$ cat config.mk
export PLATFORM = sky130hd
export DESIGN_NAME = pipe_skid_reg
export DESIGN_NICKNAME = d
export VERILOG_FILES = /design/src/rtl/pipe_skid_reg.sv
export SDC_FILE = /design/constraint.sdc
export NUM_CORES = 1
export LEC_CHECK = 0
export CAP_MARGIN = 40
export CORE_MARGIN = 3
export CORE_UTILIZATION = 45
export DETAILED_ROUTE_END_ITERATION = 10
export PLACE_DENSITY_LB_ADDON = 0.2
export SETUP_SLACK_MARGIN = 0.15
export SLEW_MARGIN = 10
export SYNTH_ARGS = -nofsm -noshare
export SYNTH_HDL_FRONTEND = slang
export SYNTH_SLANG_ARGS = --single-unit
export TNS_END_PERCENT = 10
$ cat constraint.sdc
create_clock -name clk -period 3.8 [get_ports clk]
set_input_delay 0.57 -clock clk [delete_from_list [all_inputs] [get_ports clk]]
set_output_delay 0.57 -clock clk [all_outputs]
set_load 0.1 [all_outputs]
$ cat src/rtl/pipe_skid_reg.sv
// Two-entry registered skid buffer used as a pipeline stage boundary.
// in_ready depends only on held state, so out_ready never reaches in_ready
// combinationally and stages can be chained without a ready-chain path.
module pipe_skid_reg #(
    parameter int WIDTH = 64
) (
    input  logic             clk,
    input  logic             reset,
    input  logic             flush,
    input  logic             in_valid,
    output logic             in_ready,
    input  logic [WIDTH-1:0] in_data,
    output logic             out_valid,
    input  logic             out_ready,
    output logic [WIDTH-1:0] out_data,
    output logic [1:0]       count
);

    typedef enum logic [1:0] {
        EMPTY = 2'd0,
        BUSY  = 2'd1,
        FULL  = 2'd2
    } state_t;

    state_t             state;
    logic               main_valid;
    logic               skid_valid;
    logic [WIDTH-1:0]   main_data;
    logic [WIDTH-1:0]   skid_data;
    logic               push;
    logic               pop;

    // Outputs come straight from registers; main always holds the oldest entry.
    assign out_valid = main_valid;
    assign out_data  = main_data;
    assign in_ready  = !skid_valid;
    assign count     = {1'b0, main_valid} + {1'b0, skid_valid};

    assign push = in_valid & in_ready;
    assign pop  = out_valid & out_ready;

    // Occupancy state machine; flush squashes everything held (a push in the
    // flush cycle is dropped, a pop in the flush cycle is still delivered).
    always_ff @(posedge clk or posedge reset) begin
        if (reset) begin
            state      <= EMPTY;
            main_valid <= 1'b0;
            skid_valid <= 1'b0;
            main_data  <= '0;
            skid_data  <= '0;
        end else if (flush) begin
            state      <= EMPTY;
            main_valid <= 1'b0;
            skid_valid <= 1'b0;
        end else begin
            case (state)
                EMPTY: begin
                    if (push) begin
                        main_data  <= in_data;
                        main_valid <= 1'b1;
                        state      <= BUSY;
                    end
                end
                BUSY: begin
                    if (push && pop) begin
                        main_data <= in_data;
                    end else if (push) begin
                        skid_data  <= in_data;
                        skid_valid <= 1'b1;
                        state      <= FULL;
                    end else if (pop) begin
                        main_valid <= 1'b0;
                        state      <= EMPTY;
                    end
                end
                FULL: begin
                    // in_ready is low here, so only a pop can happen
                    if (pop) begin
                        main_data  <= skid_data;
                        skid_valid <= 1'b0;
                        state      <= BUSY;
                    end
                end
                default: begin
                    state      <= EMPTY;
                    main_valid <= 1'b0;
                    skid_valid <= 1'b0;
                end
            endcase
        end
    end

endmodule

Word level (Yosys, flattened, before mapping)
Cells that the tools add are included.
{ "totals": {"ff_bits": 132, "in_bits": 69, "output_inout_bits": 68, "elab_cells": 53} }
{ "op_classes": {"add_sub_neg": 1, "n_eq_ne": 14, "muxes": 20, "n_bitwise": 4, "reduce_logical": 9} }
{ "op_table": {"columns": ["operator", "count"], "rows": [
  ["$mux W64", 3],
  ["$pmux W64 S3", 1],
  ["$ne A3 B3 Y1 const B", 6],
  ["$mux W2", 6],
  ["$reduce_and A4 Y1", 3],
  ["$ne A2 B2 Y1 const B", 5],
  ["$reduce_and A5 Y1", 2],
  ["$mux W1", 7],
  ["$pmux W1 S3", 2],
  ["$pmux W2 S3", 1],
  ["$ne A4 B4 Y1 const B", 1],
  ["$reduce_bool A3 Y1", 1],
  ["$add A1 B1 Y2", 1],
  ["$and A1 B1 Y1", 2],
  ["$eq A2 B1 Y1 const B", 1],
  ["$eq A2 B2 Y1 const B", 1],
  ["$logic_not A2 Y1", 1],
  ["$not A1 Y1", 2],
  ["$logic_and A1 B1 Y1", 1],
  ["$logic_not A1 Y1", 1]
]} }

Depth between registers and ports, before layout
Gate-level depths: netlist of run 1.
{ "depth": {"word_depth": 6, "mapped_depth": 7, "depth_no_buf": 4} }

Worst setup path before layout of run 1
Ideal clock, no wire load.
{ "synth_path": {"path_type": "register to output", "start": "register main_valid (netlist: out_valid)", "end": "output port count[1]", "arrival_ps": 1899, "required_ps": 3230, "path_slack_ps": 1331, "stages_incl_launch_ff": 2, "n_path_buf": 0, "path_cell_list": "dfrtp_1 -> ha_1"} }
{ "synth_between": {"elab_chain_cells": 1} }
{ "synth_rtl": {"columns": ["element", "line_no", "source"], "rows": [
  ["from (decl)", "26", "logic main_valid;"],
  ["from (signal assigned)", "47", "main_valid <= 1'b0;"],
  ["from (signal assigned)", "53", "main_valid <= 1'b0;"],
  ["from (signal assigned)", "60", "main_valid <= 1'b1;"],
  ["$add A1 B1 Y2", "37", "assign count = {1'b0, main_valid} + {1'b0, skid_valid};"],
  ["to (decl)", "16", "output logic [1:0] count"]
]} }
Every way passes these cells.

Worst setup path after layout of run 1
{ "layout_path": {"start": "register skid_valid", "end": "output port count[0]"} }
{ "layout_between": {"elab_chain_cells": 1} }
{ "layout_rtl": {"columns": ["element", "line_no", "source"], "rows": [
  ["from (decl)", "27", "logic skid_valid;"],
  ["from (signal assigned)", "48", "skid_valid <= 1'b0;"],
  ["from (signal assigned)", "54", "skid_valid <= 1'b0;"],
  ["from (signal assigned)", "69", "skid_valid <= 1'b1;"],
  ["$add A1 B1 Y2", "37", null]
]} }
Every way passes these cells.

==> results of run 1 <==
-- Yosys cell counts (2+ instances only) --
| cell | count | area share |
|---|---|---|
| clkbuf_2 | 6 | 0.0052 |
| buf_6 | 7 | 0.014 |
| nand3b_1 | 2 | 0.0026 |
| nand3_1 | 2 | 0.0017 |
| mux2i_1 | 64 | 0.11 |
| nand2_1 | 3 | 0.0020 |
| dfrtp_1 | 132 | 0.58 |
| nand2b_1 | 2 | 0.0022 |
| a21oi_1 | 2 | 0.0017 |
| o21ai_0 | 65 | 0.057 |
| clkbuf_1 | 8 | 0.0052 |
| mux2_1 | 60 | 0.12 |
| mux2_2 | 4 | 0.0079 |
| buf_2 | 7 | 0.0061 |
| inv_1 | 3 | 0.0020 |
| o21ai_1 | 64 | 0.056 |
| buf_4 | 7 | 0.0092 |
| nor2_1 | 2 | 0.0013 |
-- stage by stage --
step | utilization | worst slack [ns]
after floorplan | - | 1.33
after global placement | 0.586 | 0.853
after detailed placement | 0.677 | 0.995
after CTS | 0.726 | 1.35
after global routing | 0.728 | 1.30
final | 0.728 | 1.38
-- cell families (layout without fill, tap and decap cells) --
group,count (synthesis),count (layout),synth area share
flip-flops,132,132,0.577
buffers and inverters,38,248,0.0415
AND/OR/NAND/NOR,17,17,0.0203
multiplexers,128,128,0.238
AO/OA/AOI/OAI,136,136,0.121
adder cells (fa/ha/maj),1,1,0.00218
-- layer usage --
| metal | GRT usage | vias up | wire (um) |
|---|---|---|---|
| li1 | - | 2020 | - |
| met1 | 0.274 | 2238 | 6240 |
| met2 | 0.364 | 128 | 7480 |
| met3 | 0.0513 | 23 | 657 |
| met4 | 0.0753 | 0 | 254 |
| met5 | 0 | - | 0 |
-- final timing paths --
kind | endpoint | slack (ns) | depth (start not counted)
max | count[0] | 1.38 | 3
min | skid_data[6]$_DFFE_PP0P_ | 0.49 | 1
max reg2reg | skid_data[42]$_DFFE_PP0P_ | 1.61 | 4
min reg2reg | skid_data[6]$_DFFE_PP0P_ | 0.49 | 1
max in group asynchronous | skid_data[56]$_DFFE_PP0P_ | 2.43 | 3
min in group asynchronous | skid_data[33]$_DFFE_PP0P_ | 0.50 | 3
-- flip-flops by register name, indices dropped and copies added, names as in the netlist --
| signal | flops |
|---|---|
| out_valid | 1 |
| out_data | 64 |
| skid_valid | 1 |
| skid_data | 64 |
| state | 2 |
-- worst register-to-register path, stage by stage (launching register included) --
cell	delay (ns)
dfrtp_1	0.49
nor3b_2	0.48
nand3_4	0.39
buf_12	0.34
mux2_1	0.38
-- cell type report --
class,count,share of cell area
well taps,168,0.0236
multi-input cells,282,0.249
flip-flops and latches,132,0.371
clock inverters,9,0.0142
repair buffers,213,0.286
clock buffers,23,0.0537
inverters,3,0.00169
-- power breakdown --
group / switching (mW) / internal [mW] / total, mW
Sequential: 0.347 / 2.03 / 2.38
Clock: 0.585 / 1.08 / 1.67
Combinational: 2.92 / 1.73 / 4.65
==> results.cfg, run 1 <==
[timing]
rsz0062_at_grt = no
setup_tns_ns = 0
slew_viol_final = 0
slew_headroom = 0.441
setup_violations = 0
post-route-period-util = 0.637
timing.fmax_mhz = 413
whs_ns = 0.490
worst_slew_pin_slew_ns = 0.839
min_period_ns = 2.42
hold_violations = 0
skew_ns = 0.00783

[status]
status = completed

[place]
dp_cells = 797
dp_hpwl_um = 9560
post_dp_cell_area_sq_um = 8260
io_buffer_count = 136
routabilityCongestion = 0.739

[routing]
wirelength_um = 14600
drt_first_pass_iters = 4
drtIter0Drc = 319
drtAntennaViolNets = 0
drc = 0
post_drt_wl_per_cell_um = 17.6
vias = 4409
avgViaCountPerCell = 5.31

[grt]
grt_start_max_net_pins = 68
grt_pass1_vias = 4872
grt_overflow = 0
antenna_found_initial = 0
grt_pass1_wl_um = 24500
grtUsageTotal = 0.216

[critical_path]
critPathLaunchType = flop
critPathRequiredTime_ns = 3.23
cp_data_arrival_time_ns = 1.85
cp.buffers_inverters = 2
cp_slowest_cell = clkdlybuf4s50_1
timing.critical_path.max_delay_family = buffers and inverters
crit_path_end_kind = primary output
worstPathMaxFanout = 5
rr_startpoint = state[1]$_DFFE_PP0P_
crit_chain = ha_1 > clkdlybuf4s50_1 > buf_8
slowest_delay_ns = 0.50
setup.worst_path.class = flop to primary output
crit_start = skid_valid$_DFFE_PP0P_

[yosys]
syn_area_sq_um = 5730
ys_seq_area_frac = 0.577
synth.ff_latch_count = 132
async_reset_ff_frac = 1.00
syn_inst = 452
syn_nets = 522
synth_edf_count = 0
postSynthAreaPerCell_sq_um = 12.7
ys_types = 30
synth-main-ff-cell = dfrtp_1
synth_warnings = 0

[power_and_ir_drop]
p_leak_nw = 4.18
ir_drop_mv = 0.698
powerDensity_nw_per_um2 = 978
p_total_mw = 8.70

[clock_network]
htreeDepth = 4
cts_tree = done
cts_made_buffers = 17
clk_pin_slew_ns = 0.05
clock_sinks = 132
postCtsHoldBufs = 0
insertion_delay_ns = 0.41
clockRootBuffer = clkbuf_16
cts_resized = 0
clock_path_buffers = 2
post_cts_buffers = 0

[floorplanning]
core_area_sq_um = 12200
start_util = 0.469
io_pins = 137
die_y_um = 119
fp.dieW_um = 119
row_count = 40
dieArea_sq_um = 14100

[finish]
multi_input_area_sq_um = 2210
nets = 719
areaGrowthSynthToFinish_pct = 55.3
diodes = 0
layout_commonest_cell = clkdlybuf4s50_1
layout_common_cells = clkdlybuf4s50_1 (135), dfrtp_1 (132), o21ai_0 (65), buf_8 (65)
num-fill-cells = 835
seq_area_sq_um = 3300
stdcell_area_sq_um = 8890
stdcell_count = 830
layout-drive-gt1-share = 0.178

[min_path]
worstHoldPathType = flop to flop
min_from = skid_data[6]$_DFFE_PP0P_

[flow_run]
maxCapViolCount = 0
Power figures use the tool's default switching activity.
==> run 2: changes to the inputs <==
==> constraint.sdc (replaced) <==
create_clock -name clk -period 2.3 [get_ports clk]
set_input_delay 0.345 -clock clk [delete_from_list [all_inputs] [get_ports clk]]
set_output_delay 0.345 -clock clk [all_outputs]
set_load 0.1 [all_outputs]
==> run 2 against run 1 <==
  * First-iteration DRC count down 19%
  * Global-route usage down 2.1 points
  * Via count down 7.9%
  * Clock power up 52%
  * Non-clock buffer count down 63
  * Core utilization down 9.7 points
  * Sequential cell count unchanged
  * Critical path depth up 2
  * Critical path type is now flop to flop
  * Largest power group unchanged
  * Highest routed layer unchanged
==> results.cfg, run 2 (synthesis results as in run 1) <==
[status]
status = completed

[critical_path]
critPathRequiredTime_ns = 2.63
timing.critical_path.max_delay_family = simple AND/OR/NAND/NOR gates
crit_start = state[0]$_DFFE_PP0P_
cp_slowest_cell = nor4b_2
worstPathMaxFanout = 39
rr_startpoint = state[0]$_DFFE_PP0P_
slowest_delay_ns = 0.51
critPathLaunchType = flop
r2r_slack_ns = 0.41
cp.buffers_inverters = 1
crit_path_end_kind = flop
cp_data_arrival_time_ns = 2.22
setup.worst_path.class = flop to flop
crit_chain = nor4b_2 > a211oi_4 > or2_2 > buf_12 > o21ai_1

[min_path]
min_from = flush
worstHoldPathType = input pin to flop

[clock_network]
clock_path_buffers = 2
cts_made_buffers = 17
clock_sinks = 132
post_cts_buffers = 0
clk_pin_slew_ns = 0.05
clockRootBuffer = clkbuf_16
cts_tree = done
cts_resized = 0
postCtsHoldBufs = 0
htreeDepth = 4
insertion_delay_ns = 0.41

[routing]
drtAntennaViolNets = 0
drc = 0
post_drt_wl_per_cell_um = 17.0
vias = 4060
drtIter0Drc = 257
wirelength_um = 13000
avgViaCountPerCell = 5.30
drt_first_pass_iters = 4

[place]
post_dp_cell_area_sq_um = 7150
dp_slack_ns = 0.109
io_buffer_count = 136
dp_cells = 735
routabilityCongestion = 0.724
dp_hpwl_um = 8370

[finish]
stdcell_area_sq_um = 7700
multi_input_area_sq_um = 2210
diodes = 0
areaGrowthSynthToFinish_pct = 34.5
layout_common_cells = dfrtp_1 (132), buf_4 (73), clkdlybuf4s50_1 (67)
layout-drive-gt1-share = 0.201
seq_area_sq_um = 3300
nets = 656
stdcell_count = 766
num-fill-cells = 1025
layout_commonest_cell = dfrtp_1
post-route-util = 0.631

[grt]
grt_pass1_wl_um = 22200
antenna_found_initial = 0
grt_overflow = 0
grt_start_max_net_pins = 67
grt_pass1_vias = 4367
grtUsageTotal = 0.195

[timing]
setup_violations = 0
hold_violations = 0
worst_slew_pin_slew_ns = 0.452
timing.fmax_mhz = 529
rsz0062_at_grt = no
setup_tns_ns = 0
layout_setup_ws_ns = 0.411
whs_ns = 0.281
post-route-period-util = 0.821
min_period_ns = 1.89
slew_headroom = 0.699
skew_ns = 0.00818
slew_viol_final = 0

[power_and_ir_drop]
powerDensity_nw_per_um2 = 1600
p_leak_nw = 3.77
p_total_mw = 12.3
ir_drop_mv = 0.996

[floorplanning]
core_area_sq_um = 12200
io_pins = 137
die_y_um = 119
start_util = 0.469
row_count = 40
dieArea_sq_um = 14100
fp.dieW_um = 119

[flow_run]
maxCapViolCount = 0
==> run 2: final cells by class <==
type | count | share of cell area
tap | 168 | 0.0273
sequential | 132 | 0.429
inverter | 3 | 0.00195
clock inverter | 4 | 0.00585
multi-input combinational | 282 | 0.287
clock buffer | 27 | 0.0666
timing repair buffer | 150 | 0.182
==> run 2: metal layers <==
layer  global-route usage  up-vias  part of all wire
met5                    0        -                 0
met4               0.0724        0             0.016
met3               0.0632       17             0.062
met2                0.311      106              0.46
met1                0.250     2042              0.46
li1                     -     1895                 -
==> run 2: path summary, 6_finish.rpt <==
check,endpoint,cells past startpoint
worst max-delay path,out_data[32]$_DFFE_PP0P_,5
worst min-delay path,state[1]$_DFFE_PP0P_,3
worst max register to register,out_data[32]$_DFFE_PP0P_,5
worst min register to register,skid_data[28]$_DFFE_PP0P_,1
max in group asynchronous,skid_data[1]$_DFFE_PP0P_,3
min in group asynchronous,skid_data[29]$_DFFE_PP0P_,3
==> run 2: report_power, final <==
part	switching [mW]	internal, mW	total (mW)	leakage [nW]
Combinational	4.46	1.41	5.86	1.87
Clock	0.919	1.62	2.54	0.277
Sequential	0.551	3.35	3.91	1.62
Total	5.93	6.38	12.3	3.77
==> run 2: worst register-to-register path, delay by kind of cell, from the launching register on <==
| kind | cells | cell delay (ns) |
|---|---|---|
| flops | 1 | 0.49 |
| buf+inv | 1 | 0.20 |
| simple gates | 2 | 0.86 |
| compound gates | 2 | 0.26 |
==> run 3: changes to the inputs <==
==> constraint.sdc (replaced) <==
create_clock -name clk -period 1.6 [get_ports clk]
set_input_delay 0.24 -clock clk [delete_from_list [all_inputs] [get_ports clk]]
set_output_delay 0.24 -clock clk [all_outputs]
set_load 0.1 [all_outputs]
==> run 3 against run 2 <==
  * The run now ends with negative setup slack left
  * Clock-buffer cell count is the same
  * Clock power is 48% higher
  * Register-to-register slack got worse by 0.46 ns
  * Routed wire length grew 9.5%
  * Die area unchanged
  * Combinational power grew 83%
  * Critical path type is now flop to primary output
==> results.cfg, run 3 (synthesis results as in run 1) <==
[status]
status = finished, violations left
violations = negative setup slack

[critical_path]
r2r_slack_ns = -0.05
critPathRequiredTime_ns = 1.36
r2r_cells = 6
reg2reg_to = skid_data[26]$_DFFE_PP0P_
cp_data_arrival_time_ns = 1.42
crit_path_end_kind = primary output
setup.worst_path.class = flop to primary output
critPathLaunchType = flop
worstPathMaxFanout = 3
rr_startpoint = skid_valid$_DFFE_PP0P_

[routing]
post_drt_wl_per_cell_um = 18.3
drtIter0Drc = 287
vias = 4267
avgViaCountPerCell = 5.47
wirelength_um = 14300
drtAntennaViolNets = 0
drc = 0
drt_first_pass_iters = 4

[timing]
skew_ns = 0.00481
min_period_ns = 1.66
layout_setup_ws_ns = -0.0609
timing.fmax_mhz = 602
hold_violations = 0
rsz0062_at_grt = yes
worst_slew_pin_slew_ns = 0.480
setup_tns_ns = -2.91
slew_viol_final = 0
post-route-period-util = 1.04
setup_violations = 121
slew_headroom = 0.680

[finish]
layout_common_cells = dfrtp_1 (129), buf_12 (77), clkdlybuf4s50_1 (67)
areaGrowthSynthToFinish_pct = 54.4
stdcell_count = 780
layout-drive-gt1-share = 0.275
diodes = 0
num-fill-cells = 827
nets = 670
layout_commonest_cell = dfrtp_1

[power_and_ir_drop]
powerDensity_nw_per_um2 = 2320
p_total_mw = 20.5
p_clk_frac = 0.184
power.switching_mw = 9.08
seq_power_share = 0.296
p_sw_frac = 0.443
p_leak_nw = 4.27
comb_power_share = 0.520
ir_drop_mv = 1.64
p_int_mw = 11.4

[clock_network]
cts_tree = done
clk_pin_slew_ns = 0.05
insertion_delay_ns = 0.41
clock_path_buffers = 2
clock_sinks = 132
cts_made_buffers = 17
clockRootBuffer = clkbuf_16
htreeDepth = 4

[floorplanning]
row_count = 40
fp.dieW_um = 119
start_util = 0.469
die_y_um = 119
dieArea_sq_um = 14100
core_area_sq_um = 12200
io_pins = 137

[place]
dp_cells = 746
io_buffer_count = 136
dp_hpwl_um = 9070
dp_slack_ns = -0.388
routabilityCongestion = 0.864

[grt]
grtUsageTotal = 0.208
grt_pass1_wl_um = 23300
grt_pass1_vias = 4456
grt_overflow = 0
grt_start_max_net_pins = 71
antenna_found_initial = 0

[flow_run]
maxCapViolCount = 0

[min_path]
hold-path-endpoint = state[1]$_DFFE_PP0P_
min_path_cells = 3
min_from = flush
worstHoldPathType = input pin to flop
-- run 3: changes by cell type in the layout (fill, tap and decap cells not counted), moves of 3 or more --
cell	before	now
dfrtp_2	0	3
buf_6	0	6
buf_4	73	13
mux2_4	0	30
dfrtp_1	132	129
buf_12	9	77
mux2_1	60	30
-- run 3: power groups by stage --
stage                     clock network, mW  logic, mW  registers [mW]
after global routing                   3.97       11.0            6.24
final                                  3.76       10.7            6.06
after floorplan                           0       1.81            10.3
after global placement                    0       10.2            5.96
after detailed placement                  0       10.3            6.05
after CTS                              3.83       10.6            6.04
-- run 3: stage by stage --
stage,hold slack [ns],util,cell area (sq um)
finish,0.185,0.724,8840
global route,0.213,0.724,8840
CTS,0.173,0.719,8780
detailed placement,0.480,0.662,8080
global placement,0.472,0.662,8080
floorplan,0.372,-,5730
-- run 3: final cells by class --
class | instances | area (sq um) | area share
Sequential cell | 132 | 3310 | 0.374
Clock buffer | 27 | 503 | 0.0569
Clock inverter | 4 | 70.1 | 0.00793
Inverter | 3 | 18.8 | 0.00212
Tap cell | 168 | 210 | 0.0238
Multi-Input combinational cell | 282 | 2350 | 0.266
Timing Repair Buffer | 164 | 2380 | 0.269
-- run 3: how the worst max path moves through the flow --
stage                      startpoint                        end  slack, ns  depth (start not counted)
2_1_floorplan                   reset      out_valid$_DFFE_PP0P_      -0.42                          1
3_3_place_gp                out_ready  skid_data[50]$_DFFE_PP0P_      -0.30                          6
3_5_place_dp                 in_valid    out_data[6]$_DFFE_PP0P_      -0.39                          7
4_1_cts        skid_valid$_DFFE_PP0P_  skid_data[41]$_DFFE_PP0P_      -0.05                          6
5_1_grt          state[1]$_DFFE_PP0P_    out_data[6]$_DFFE_PP0P_      -0.12                          5
6_report       skid_valid$_DFFE_PP0P_                   count[0]      -0.06                          3
-- run 3: worst max-delay path, cell delays in order (launching register included) --
cell     delay (ns)
dfrtp_1        0.41
buf_4          0.17
ha_4           0.27
buf_12         0.16
-- run 3: layer usage --
layer | share of wire | routed length [um] | global-route usage | up-vias
met1 | 0.45 | 6380 | 0.273 | 2196
met2 | 0.48 | 6850 | 0.330 | 134
met4 | 0.016 | 231 | 0.0731 | 0
met5 | 0 | 0 | 0 | -
met3 | 0.057 | 812 | 0.0594 | 20
li1 | - | - | - | 1917
-- run 3: repair_timing --
action | 4_1_cts | 5_1_grt
cloned | 0 | 0
buffers inserted | 3 | 0
hold buffers | 0 | 0
pin swaps | 0 | 0
endpoints found under the setup margin | 131 | 132
gates resized for setup | 26 | 16
